**src/rtl/stall_control_mc_if.sv**
```systemverilog
// Handshake bundle between the ID-stage hazard logic and the pipeline registers it steers.
// master = pipeline side that supplies the hazard inputs; slave = the stall control unit.
interface stall_control_mc_if #(
   parameter int REG_W = 5,
   parameter int CNT_W = 16
);
   logic             EX_MemRead;
   logic [REG_W-1:0] EX_rt;
   logic [REG_W-1:0] ID_rs;
   logic [REG_W-1:0] ID_rt;
   logic             ID_UseRs;
   logic             ID_UseRt;
   logic             Branch_Taken;
   logic             Mem_Busy;
   logic             Stats_Clr;
   logic             PC_WriteEn;
   logic             IFID_WriteEn;
   logic             Stall_flush;
   logic             IFID_Flush;
   logic             Pipe_Hold;
   logic [CNT_W-1:0] Stall_Count;

   modport master (
      output EX_MemRead, EX_rt, ID_rs, ID_rt, ID_UseRs, ID_UseRt,
      output Branch_Taken, Mem_Busy, Stats_Clr,
      input  PC_WriteEn, IFID_WriteEn, Stall_flush, IFID_Flush, Pipe_Hold, Stall_Count
   );

   modport slave (
      input  EX_MemRead, EX_rt, ID_rs, ID_rt, ID_UseRs, ID_UseRt,
      input  Branch_Taken, Mem_Busy, Stats_Clr,
      output PC_WriteEn, IFID_WriteEn, Stall_flush, IFID_Flush, Pipe_Hold, Stall_Count
   );
endinterface

```
**src/rtl/stall_control_mc.sv**
```systemverilog
// Multi-cycle load-use stall, memory-busy freeze and taken-branch flush control for a 5-stage pipeline.
// Optional bubble statistics counter enabled by defining STALL_STATS_EN.
module stall_control_mc #(
   parameter int REG_W      = 5,
   parameter int LOAD_STALL = 1,
   parameter int CNT_W      = 16
) (
   input logic                clk,
   input logic                rst_n,
   stall_control_mc_if.slave  bus
);
   localparam logic [0:0] ST_RUN    = 1'b0;
   localparam logic [0:0] ST_LSTALL = 1'b1;
   localparam logic       DET_EN    = (LOAD_STALL != 0);
   localparam logic       MULTI     = (LOAD_STALL > 1);
   localparam logic [3:0] LS_INIT   = 4'(LOAD_STALL - 1);

   logic [0:0] state_r;
   logic [0:0] state_nxt_s;
   logic [3:0] cnt_r;
   logic [3:0] cnt_nxt_s;
   logic       hz_s;
   logic       pc_we_s;
   logic       ifid_we_s;
   logic       stall_flush_s;
   logic       ifid_flush_s;
   logic       pipe_hold_s;

   // Load-use hazard against EX; r0 is hardwired zero and never conflicts.
   always_comb begin
      hz_s = DET_EN & bus.EX_MemRead & (bus.EX_rt != {REG_W{1'b0}}) &
             ((bus.ID_UseRs & (bus.EX_rt == bus.ID_rs)) |
              (bus.ID_UseRt & (bus.EX_rt == bus.ID_rt)));
   end

   // Output decode: reset, then memory freeze, then stall, then branch flush.
   always_comb begin
      pc_we_s       = 1'b1;
      ifid_we_s     = 1'b1;
      stall_flush_s = 1'b0;
      ifid_flush_s  = 1'b0;
      pipe_hold_s   = 1'b0;
      if (!rst_n) begin
         pc_we_s       = 1'b0;
         ifid_we_s     = 1'b0;
         stall_flush_s = 1'b1;
      end else if (bus.Mem_Busy) begin
         pc_we_s     = 1'b0;
         ifid_we_s   = 1'b0;
         pipe_hold_s = 1'b1;
      end else if ((state_r == ST_LSTALL) || hz_s) begin
         pc_we_s       = 1'b0;
         ifid_we_s     = 1'b0;
         stall_flush_s = 1'b1;
      end else begin
         ifid_flush_s = bus.Branch_Taken;
      end
   end

   // Next-state logic; the first bubble is issued from RUN, the rest counted down in LSTALL.
   always_comb begin
      state_nxt_s = state_r;
      cnt_nxt_s   = cnt_r;
      if (bus.Mem_Busy) begin
         state_nxt_s = state_r;
         cnt_nxt_s   = cnt_r;
      end else begin
         case (state_r)
            ST_RUN: begin
               if (hz_s && MULTI) begin
                  state_nxt_s = ST_LSTALL;
                  cnt_nxt_s   = LS_INIT;
               end else begin
                  state_nxt_s = ST_RUN;
               end
            end
            ST_LSTALL: begin
               cnt_nxt_s = cnt_r - 4'd1;
               if (cnt_r == 4'd1) begin
                  state_nxt_s = ST_RUN;
               end else begin
                  state_nxt_s = ST_LSTALL;
               end
            end
            default: begin
               state_nxt_s = ST_RUN;
               cnt_nxt_s   = 4'd0;
            end
         endcase
      end
   end

   // FSM state and remaining-bubble counter.
   always_ff @(posedge clk or negedge rst_n) begin
      if (!rst_n) begin
         state_r <= ST_RUN;
         cnt_r   <= 4'd0;
      end else begin
         state_r <= state_nxt_s;
         cnt_r   <= cnt_nxt_s;
      end
   end

   assign bus.PC_WriteEn   = pc_we_s;
   assign bus.IFID_WriteEn = ifid_we_s;
   assign bus.Stall_flush  = stall_flush_s;
   assign bus.IFID_Flush   = ifid_flush_s;
   assign bus.Pipe_Hold    = pipe_hold_s;

`ifdef STALL_STATS_EN
   logic [CNT_W-1:0] stall_count_r;

   // Saturating bubble counter; a clear request wins over the increment.
   always_ff @(posedge clk or negedge rst_n) begin
      if (!rst_n) begin
         stall_count_r <= {CNT_W{1'b0}};
      end else if (bus.Stats_Clr) begin
         stall_count_r <= {CNT_W{1'b0}};
      end else if (stall_flush_s && !bus.Mem_Busy && (stall_count_r != {CNT_W{1'b1}})) begin
         stall_count_r <= stall_count_r + {{(CNT_W-1){1'b0}}, 1'b1};
      end else begin
         stall_count_r <= stall_count_r;
      end
   end

   assign bus.Stall_Count = stall_count_r;
`else
   logic unused_stats_clr;

   assign unused_stats_clr = bus.Stats_Clr;
   assign bus.Stall_Count  = {CNT_W{1'b0}};
`endif

endmodule

```
**src/flat_wrapper.sv**
```systemverilog
// flat-port wrapper written by rule: the top's interface ports become plain ports
module stall_control_mc_flat 
#(
   parameter int REG_W      = 5,
   parameter int LOAD_STALL = 1,
   parameter int CNT_W      = 16
)
  (clk, rst_n, bus_EX_MemRead, bus_EX_rt, bus_ID_rs, bus_ID_rt, bus_ID_UseRs, bus_ID_UseRt, bus_Branch_Taken, bus_Mem_Busy, bus_Stats_Clr, bus_PC_WriteEn, bus_IFID_WriteEn, bus_Stall_flush, bus_IFID_Flush, bus_Pipe_Hold, bus_Stall_Count);
  stall_control_mc_if #(.REG_W(REG_W), .CNT_W(CNT_W)) bus_i ();
  input logic clk;
  input logic rst_n;
  input wire logic [$bits(bus_i.EX_MemRead)-1:0] bus_EX_MemRead;
  input wire logic [$bits(bus_i.EX_rt)-1:0] bus_EX_rt;
  input wire logic [$bits(bus_i.ID_rs)-1:0] bus_ID_rs;
  input wire logic [$bits(bus_i.ID_rt)-1:0] bus_ID_rt;
  input wire logic [$bits(bus_i.ID_UseRs)-1:0] bus_ID_UseRs;
  input wire logic [$bits(bus_i.ID_UseRt)-1:0] bus_ID_UseRt;
  input wire logic [$bits(bus_i.Branch_Taken)-1:0] bus_Branch_Taken;
  input wire logic [$bits(bus_i.Mem_Busy)-1:0] bus_Mem_Busy;
  input wire logic [$bits(bus_i.Stats_Clr)-1:0] bus_Stats_Clr;
  output wire logic [$bits(bus_i.PC_WriteEn)-1:0] bus_PC_WriteEn;
  output wire logic [$bits(bus_i.IFID_WriteEn)-1:0] bus_IFID_WriteEn;
  output wire logic [$bits(bus_i.Stall_flush)-1:0] bus_Stall_flush;
  output wire logic [$bits(bus_i.IFID_Flush)-1:0] bus_IFID_Flush;
  output wire logic [$bits(bus_i.Pipe_Hold)-1:0] bus_Pipe_Hold;
  output wire logic [$bits(bus_i.Stall_Count)-1:0] bus_Stall_Count;
  assign bus_i.EX_MemRead = bus_EX_MemRead;
  assign bus_i.EX_rt = bus_EX_rt;
  assign bus_i.ID_rs = bus_ID_rs;
  assign bus_i.ID_rt = bus_ID_rt;
  assign bus_i.ID_UseRs = bus_ID_UseRs;
  assign bus_i.ID_UseRt = bus_ID_UseRt;
  assign bus_i.Branch_Taken = bus_Branch_Taken;
  assign bus_i.Mem_Busy = bus_Mem_Busy;
  assign bus_i.Stats_Clr = bus_Stats_Clr;
  assign bus_PC_WriteEn = bus_i.PC_WriteEn;
  assign bus_IFID_WriteEn = bus_i.IFID_WriteEn;
  assign bus_Stall_flush = bus_i.Stall_flush;
  assign bus_IFID_Flush = bus_i.IFID_Flush;
  assign bus_Pipe_Hold = bus_i.Pipe_Hold;
  assign bus_Stall_Count = bus_i.Stall_Count;
  stall_control_mc #(.REG_W(REG_W), .LOAD_STALL(LOAD_STALL), .CNT_W(CNT_W)) u_core (.clk(clk), .rst_n(rst_n), .bus(bus_i));
endmodule
```
**config.mk**
```make
export PLATFORM = sky130hd
export DESIGN_NAME = stall_control_mc_flat
export DESIGN_NICKNAME = d
export VERILOG_FILES = /design/src/rtl/stall_control_mc_if.sv /design/src/rtl/stall_control_mc.sv /design/src/flat_wrapper.sv
export SDC_FILE = /design/constraint.sdc
export NUM_CORES = 1
export LEC_CHECK = 0
export CAP_MARGIN = 20
export CORE_AREA = 2 2 43 45
export DETAILED_ROUTE_END_ITERATION = 8
export DIE_AREA = 0 0 45 47
export PLACE_DENSITY = 0.8
export SYNTH_ARGS = -nofsm -noshare
export SYNTH_HDL_FRONTEND = slang
export SYNTH_SLANG_ARGS = --single-unit
```
**constraint.sdc**
```tcl
create_clock -name clk -period 3.6 [get_ports clk]
set_clock_uncertainty 0.2 [all_clocks]
set_input_delay 0.9 -clock clk [delete_from_list [all_inputs] [get_ports clk]]
set_output_delay 0.9 -clock clk [all_outputs]
set_load 0.03 [all_outputs]
```
# == Yosys cells after proc, flatten, opt, wreduce, memory -nomap -nowiden ==
# Index checks and enable logic that the tools add are counted.
# word_totals
regBits,5
wordCells,29
# classes
eq_ne,3
n_bitwise,7
add_sub_neg,1
reduce_logical,3
mux,13
# ops
cell,n
1-bit 2-to-1 mux,12
5-bit == test,2
5-bit nonzero test,1
1-bit AND,4
4-bit by 1-bit == test with 1-bit output (second input constant),1
4-bit by 1-bit subtractor with 4-bit output (second input constant),1
1-bit NOT,2
1-bit case mux with 2 select lines,1
2-bit AND reduction,1
1-bit logical OR,1
1-bit bitwise OR,1

# == Depth between registers and ports, before layout ==
# Gate-level depths: netlist of the first run.
# depth
depth_word,8
mapped_depth,5
mapped_depth_nobuf,4

# == Worst setup path before layout of the first run ==
# Ideal clock, no wire load.
# synth_timing
kind,input port to output port
startpoint,in bus_EX_rt[0]
endpoint,out bus_PC_WriteEn
cell_stages,4
path_buffers,1
slack_ns,0.068
arrival_ns,2.432
cell_sequence,or4_1 > o21a_1 > a21oi_1 > buf_4
# synth_via
elab_chain_cells,8
word_cells_on_any_way,12
cone_classes,eq/ne: 2; mux: 3; bitwise: 5; reduce/logical: 2
# synth_rtl
item,line_no,text
from (decl),flat_wrapper.sv:13,input wire logic [$bits(bus_i.EX_rt)-1:0] bus_EX_rt;
5-bit == test (on tied branches),"stall_control_mc.sv:32, stall_control_mc.sv:33",
1-bit AND (on tied branches),"stall_control_mc.sv:32, stall_control_mc.sv:33",
1-bit bitwise OR,stall_control_mc.sv:32,((bus.ID_UseRs & (bus.EX_rt == bus.ID_rs)) |
1-bit AND *,stall_control_mc.sv:31,hz_s = DET_EN & bus.EX_MemRead & (bus.EX_rt != {REG_W{1'b0}}) &
1-bit logical OR *,stall_control_mc.sv:51,end else if ((state_r == ST_LSTALL) || hz_s) begin
1-bit 2-to-1 mux * (3 in a row),-,
to (decl),flat_wrapper.sv:21,output wire logic [$bits(bus_i.PC_WriteEn)-1:0] bus_PC_WriteEn;
# Mark *: on every way between the ends. The rest lies on a longest branch, timed or not.

# == Final worst setup path of the first run ==
# layout_timing
startpoint,in bus_EX_rt[0]
endpoint,out bus_IFID_Flush
# layout_via
elab_chain_cells,8
word_cells_on_any_way,12
cone_classes,eq/ne: 2; mux: 3; bitwise: 5; reduce/logical: 2
# layout_rtl
item,line_no,text
5-bit == test (on tied branches),"stall_control_mc.sv:32, stall_control_mc.sv:33",
1-bit AND (on tied branches),"stall_control_mc.sv:32, stall_control_mc.sv:33",
1-bit bitwise OR,stall_control_mc.sv:32,
1-bit AND *,stall_control_mc.sv:31,
1-bit logical OR *,stall_control_mc.sv:51,
1-bit 2-to-1 mux *,stall_control_mc.sv:51,
1-bit 2-to-1 mux *,stall_control_mc.sv:47,end else if (bus.Mem_Busy) begin
1-bit 2-to-1 mux *,stall_control_mc.sv:43,if (!rst_n) begin
to (decl),flat_wrapper.sv:24,output wire logic [$bits(bus_i.IFID_Flush)-1:0] bus_IFID_Flush;
# Marks and branches as above.

==> results of run 1 <==
-- stage by stage --
stage / hold slack [ns] / instances / cell area, sq um / power [mW] / worst slack (ns)
after detailed placement: 0.269 / 113 / 790 / 0.282 / -0.389
final: 0.276 / 117 / 832 / 0.351 / 0.0944
after global placement: 0.258 / 113 / 790 / 0.271 / -0.386
after floorplan: 0.242 / 79 / 583 / 0.227 / 0.0683
after CTS: 0.274 / 117 / 822 / 0.355 / 0.0559
after global routing: 0.288 / 117 / 832 / 0.382 / -0.0210
-- cells by family after synthesis --
kind of cell             count (synthesis)
AO/OA/AOI/OAI                            7
flip-flops                               5
other                                    1
XOR/XNOR                                13
adder cells (fa/ha/maj)                  2
AND/OR/NAND/NOR                         15
buffers and inverters                   21
-- where the power goes --
| group | total, mW | switching, mW | internal [mW] |
|---|---|---|---|
| Clock | 0.0657 | 0.0237 | 0.0420 |
| Combinational | 0.171 | 0.0928 | 0.0787 |
| Sequential | 0.114 | 0.0290 | 0.0853 |
-- sequential cells by signal, summed over array words and instances, names as in the netlist --
register / cells
u_core.state_r: 1
u_core.cnt_r: 4
-- cells in the mapped netlist, types with 2 or more instances --
| master | number | area [sq um] |
|---|---|---|
| xnor2_1 | 12 | 105 |
| dfrtp_1 | 5 | 125 |
| a21oi_1 | 2 | 10.0 |
| inv_1 | 4 | 15.0 |
| nand3_1 | 2 | 10.0 |
| ha_1 | 2 | 25.0 |
| nor2_1 | 2 | 7.51 |
| buf_4 | 17 | 128 |
| nand4_1 | 2 | 12.5 |
| nand2_1 | 6 | 22.5 |
-- critical path, delay by kind of cell --
family,cells,cell delay [ns]
AND/OR/NAND/NOR,1,0.16
buffers and inverters,4,0.89
XOR/XNOR,1,0.16
AO/OA/AOI/OAI,2,0.28
-- routing by layer --
metal	global-route usage	vias to the layer above	wire length, um
li1	-	246	-
met1	0.135	226	480
met2	0.269	24	793
met3	0.0308	0	90
met4	0.0471	0	0
met5	0	-	0
-- layout make-up --
type | count | area share
Multi-Input combinational cell | 53 | 0.400
Timing Repair Buffer | 34 | 0.374
Sequential cell | 5 | 0.150
Clock buffer | 4 | 0.0316
Tap cell | 17 | 0.0256
Inverter | 4 | 0.0180
-- final timing paths --
check / cells past startpoint / slack (ns) / start / endpoint
min in group asynchronous: 1 / 0.68 / rst_n / u_core.cnt_r[0]$_DFFE_PN0P_
setup reg to reg: 4 / 2.30 / u_core.state_r$_DFFE_PN0N_ / u_core.cnt_r[3]$_DFFE_PN0P_
hold reg to reg: 1 / 0.28 / u_core.cnt_r[3]$_DFFE_PN0P_ / u_core.cnt_r[3]$_DFFE_PN0P_
hold / removal: 1 / 0.28 / u_core.cnt_r[3]$_DFFE_PN0P_ / u_core.cnt_r[3]$_DFFE_PN0P_
max in group asynchronous: 2 / 2.19 / rst_n / u_core.cnt_r[3]$_DFFE_PN0P_
setup / recovery: 8 / 0.09 / bus_EX_rt[0] / bus_IFID_Flush
-- timing repair --
item,in CTS,in global routing
resized for setup,11,2
pin swaps,2,2
endpoints found under the setup margin,4,4
==> reports/results.txt, run 1 <==
DR pass1 iterations - 2
Main synth FF type - dfrtp_1
core area - 1650 sq um
FF/Latch Area - 125 sq um
DIE WIDTH - 45 um
fraction of layout instances using a drive strength above 1 - 0.170
worst hold path class - reg2reg
Post-DP HPWL - 1.11 mm
routed via count - 496
number of vias per cell - 4.24
Pins Over Slew Limit - 0
GR Util All Layers - 0.134
xor-xnor portion of the synthesized cell area - 0.216
Max-Cap Viols - 0
vias in the first global route - 510
first-pass GRT wire length - 2.04 mm
Iter 0 DRT Violations - 5
maximum VDD drop - 0.251 mV
final-report setup violation count - 0
Site Rows - 15
Worst setup SP type - primary input
main combinational cell family by area after synthesis - buffers and inverters
number of synthesized flops with an enable pin - 0
Synth Area in Simple Gates - 0.138
Critical Path Fanout Max - 2
htree depth - 1
Async SR Flop Fraction - 1.00
commonest non-fill, non-tap cell in the layout - clkdlybuf4s50_1
status - finished clean
global route total overflow - 0
DRC Markers - 0
Worst path slowest cell - clkdlybuf4s50_1
Synth Register Bits - 5
Mapped Cells - 64
Crit path arrival time - 2.41 ns
number of diodes - 0
clock latency on the worst-skew pair - 0.24 ns
Mapped Area - 527 sq um
antenna violations before repair - 0
Crit path top cell by count - buf_4
Ys Warns - 0
clk sinks - 5
CTS tree - built
post-synthesis mux area share - 0
post-synthesis compound-gate area fraction - 0.0831
CP endpoint kind - output port
Final #Nets - 126
critical path type - in2out
Die Footprint - 2120 sq um
pwr/cell area - 422 nW/um^2
largest net degree at the start of global routing - 7
final hold vios - 0
LEAKAGE - 0.380 nW
I/O pin count - 44
Fmax - 285 MHz
part of the cycle the worst path needs - 0.974
number of fill cells - 162
CTS Hold Bufs - 0
clock root cell - clkbuf_4
Multi-input gate area - 333 sq um
Initial Util - 0.319
crit path time final - 3.51 ns
utilization after layout - 0.504
most frequent cells in the layout - clkdlybuf4s50_1, conb_1, xnor2_1
final setup TNS - 0 ns
Die Ht - 47 um
Slowest Stage Delay on Critical Path - 0.42 ns
total CTS buffers - 3
Distinct cells, synth - 20
Synth Area per Inst - 8.23 sq um
post-synthesis sequential area ratio - 0.238
postcts setup bufs - 0
Cell Chain, Critical Path - clkdlybuf4s50_1 -> buf_4 -> xnor2_1 -> nand4_1 -> o22ai_2 -> buf_4 -> a21oi_1 -> buf_4
Post-Synth Adder-Cell Area - 0.0475
clock-pin slew on the worst setup and hold paths - 0.04 ns
drt wl/cell - 11.7 um
WP data required - 2.50 ns
total wire length - 1.36 mm
I/O Buffers - 26
clk buf depth - 2
Final GP Congestion - 0.739
remaining antenna violation count - 0
P&R area growth vs syn - 58.0%
(Power assumes the default switching activity.)
==> inputs of run 2 (changes only) <==
--- a/config.mk
+++ b/config.mk
@@ -6,9 +6,11 @@
 export NUM_CORES = 1
 export LEC_CHECK = 0
 export CAP_MARGIN = 20
-export CORE_AREA = 2 2 43 45
+export CELL_PAD_IN_SITES_DETAIL_PLACEMENT = 0
+export CELL_PAD_IN_SITES_GLOBAL_PLACEMENT = 1
+export CORE_AREA = 2 2 52 54
 export DETAILED_ROUTE_END_ITERATION = 8
-export DIE_AREA = 0 0 45 47
+export DIE_AREA = 0 0 54 56
 export PLACE_DENSITY = 0.8
 export SYNTH_ARGS = -nofsm -noshare
 export SYNTH_HDL_FRONTEND = slang
==> run 2 against run 1 <==
Cell count is 10% higher. Design area up 1.7%. Sequential power barely moved. Combinational power fell by 2%. Sequential share of layout area shrank 0.24 points. Register-to-register slack lost 0.02 ns. Non-clock buffer count decreased by 1. Largest cell class unchanged.
==> reports/results.txt, run 2 (synthesis results as in run 1) <==
number of diodes - 0 (unchanged)
Cells after DPL - 125 (+11%)
vias in the first global route - 504 (-1.2%)
area post-placement - 798 sq um (+1.1%)
Pwr Total - 0.345 mW (-1.9%)
Critical Path Fanout Max - 3 (+1)
drt wl/cell - 9.43 um (-19%)
DIE WIDTH - 54 um (+20%)
remaining antenna violation count - 0 (unchanged)
Fmax - 281 MHz (-1.5%)
Finished Cell Area - 846 sq um (+1.7%)
Worst setup SP type - primary input
commonest non-fill, non-tap cell in the layout - clkdlybuf4s50_1
DRC Markers - 0 (unchanged)
first-pass GRT wire length - 1.97 mm (-3.7%)
routed via count - 503 (+1.4%)
CTS tree - built
Post-Layout Cell Count - 129 (+10%)
utilization after layout - 0.348 (-0.156)
total wire length - 1.22 mm (-11%)
postcts setup bufs - 0 (unchanged)
clock latency on the worst-skew pair - 0.24 ns (about the same)
Die Footprint - 3020 sq um (+43%)
crit path time final - 3.56 ns (+0.0540 ns)
CTS Hold Bufs - 0 (unchanged)
final-report setup violation count - 0 (unchanged)
DR pass1 iterations - 3 (+1)
Max-Cap Viols - 0 (unchanged)
largest net degree at the start of global routing - 8 (+1)
Initial Util - 0.217 (-0.102)
clock-pin slew on the worst setup and hold paths - 0.05 ns (about the same)
maximum VDD drop - 0.358 mV (+43%)
fraction of layout instances using a drive strength above 1 - 0.172 (+0.00172)
status - finished clean
register name with the most flops - u_core.cnt_r
clk buf depth - 2 (unchanged)
Crit path arrival time - 2.46 ns (+0.05 ns)
number of vias per cell - 3.90 (-8.0%)
global route total overflow - 0 (unchanged)
critical path type - in2out
most frequent cells in the layout - clkdlybuf4s50_1, conb_1, xnor2_1
antenna violations before repair - 0 (unchanged)
I/O Buffers - 26 (unchanged)
RSZ-0062 raised after global routing - false
worst hold path class - reg2reg
LEAKAGE - 0.391 nW (+2.9%)
WP data required - 2.50 ns (about the same)
Post-DP HPWL - 1.03 mm (-7.1%)
Die Ht - 56 um (+19%)
max FFs per register - 4 (unchanged)
top flop regs - u_core.cnt_r (4), u_core.state_r (1)
total CTS buffers - 3 (unchanged)
final hold vios - 0 (unchanged)
GR Util All Layers - 0.0863 (-0.0480)
P&R area growth vs syn - 60.6%
Iter 0 DRT Violations - 2 (-3)
Site Rows - 18 (+3)
Final #Nets - 125 (-0.79%)
Pins Over Slew Limit - 0 (unchanged)
part of the cycle the worst path needs - 0.989 (+0.0150)
CP endpoint kind - output port
I/O pin count - 44 (unchanged)
pwr/cell area - 408 nW/um^2 (-3.5%)
htree depth - 1 (unchanged)
clock root cell - clkbuf_4
core area - 2430 sq um (+47%)
Final GP Congestion - 0.697 (-5.7%)
clk sinks - 5 (unchanged)
[run 2: changes by cell type in the layout (fill, tap and decap cells not counted), sizes merged]
| cell | change |
|---|---|
| buf | -1 |
| clkdlybuf4s50 | +1 |
| dlygate4sd2 | -3 |
| dlymetal6s2s | +2 |
[run 2: repair_timing]
item                                    CTS  global route
pin swaps                                 0             2
endpoints found under the setup margin    1             3
gates resized for setup                   5             8
[run 2: final cells by class]
| type | instances | area (sq um) |
|---|---|---|
| Tap cell | 30 | 37.5 |
| Sequential cell | 5 | 125 |
| Timing Repair Buffer | 33 | 312 |
| Multi-Input combinational cell | 53 | 330 |
| Inverter | 4 | 15.0 |
| Clock buffer | 4 | 26.3 |
| Fill cell | 255 | 1590 |
[run 2: worst max-delay path, stage by stage]
cell and delay, ns:
clkdlybuf4s50_1 0.42, or4_4 0.54, o21a_4 0.24, a31o_1 0.22, buf_6 0.14
[run 2: final timing paths]
check / startpoint / to / slack [ns] / depth (start not counted)
setup reg to reg: u_core.state_r$_DFFE_PN0N_ / u_core.cnt_r[3]$_DFFE_PN0P_ / 2.28 / 4
min in group asynchronous: rst_n / u_core.cnt_r[3]$_DFFE_PN0P_ / 0.79 / 2
max in group asynchronous: rst_n / u_core.cnt_r[0]$_DFFE_PN0P_ / 2.28 / 2
hold / removal: u_core.cnt_r[3]$_DFFE_PN0P_ / u_core.cnt_r[3]$_DFFE_PN0P_ / 0.28 / 1
setup / recovery: bus_EX_rt[3] / bus_Stall_flush / 0.04 / 5
hold reg to reg: u_core.cnt_r[3]$_DFFE_PN0P_ / u_core.cnt_r[3]$_DFFE_PN0P_ / 0.28 / 1
[run 2: power by group]
group | leakage, nW | switching [mW] | internal (mW)
clock network | 0.0150 | 0.0225 | 0.0419
registers | 0.0606 | 0.0283 | 0.0853
logic | 0.315 | 0.0881 | 0.0787
[run 2: metal layers]
metal / up-vias / track usage / share of wire
met1: 234 / 0.0911 / 0.35
met4: 0 / 0.0107 / 0
met2: 25 / 0.159 / 0.54
li1: 244 / - / -
met5: - / 0 / 0
met3: 0 / 0.0349 / 0.10
[run 2: per-stage QoR]
step / TNS, ns / hold WS [ns] / worst slack (ns)
2_1_floorplan: 0 / 0.242 / 0.0683
6_report: 0 / 0.284 / 0.0404
5_1_grt: 0 / 0.290 / 0.00499
3_3_place_gp: -0.393 / 0.256 / -0.393
4_1_cts: 0 / 0.280 / 0.0120
3_5_place_dp: -0.409 / 0.274 / -0.409
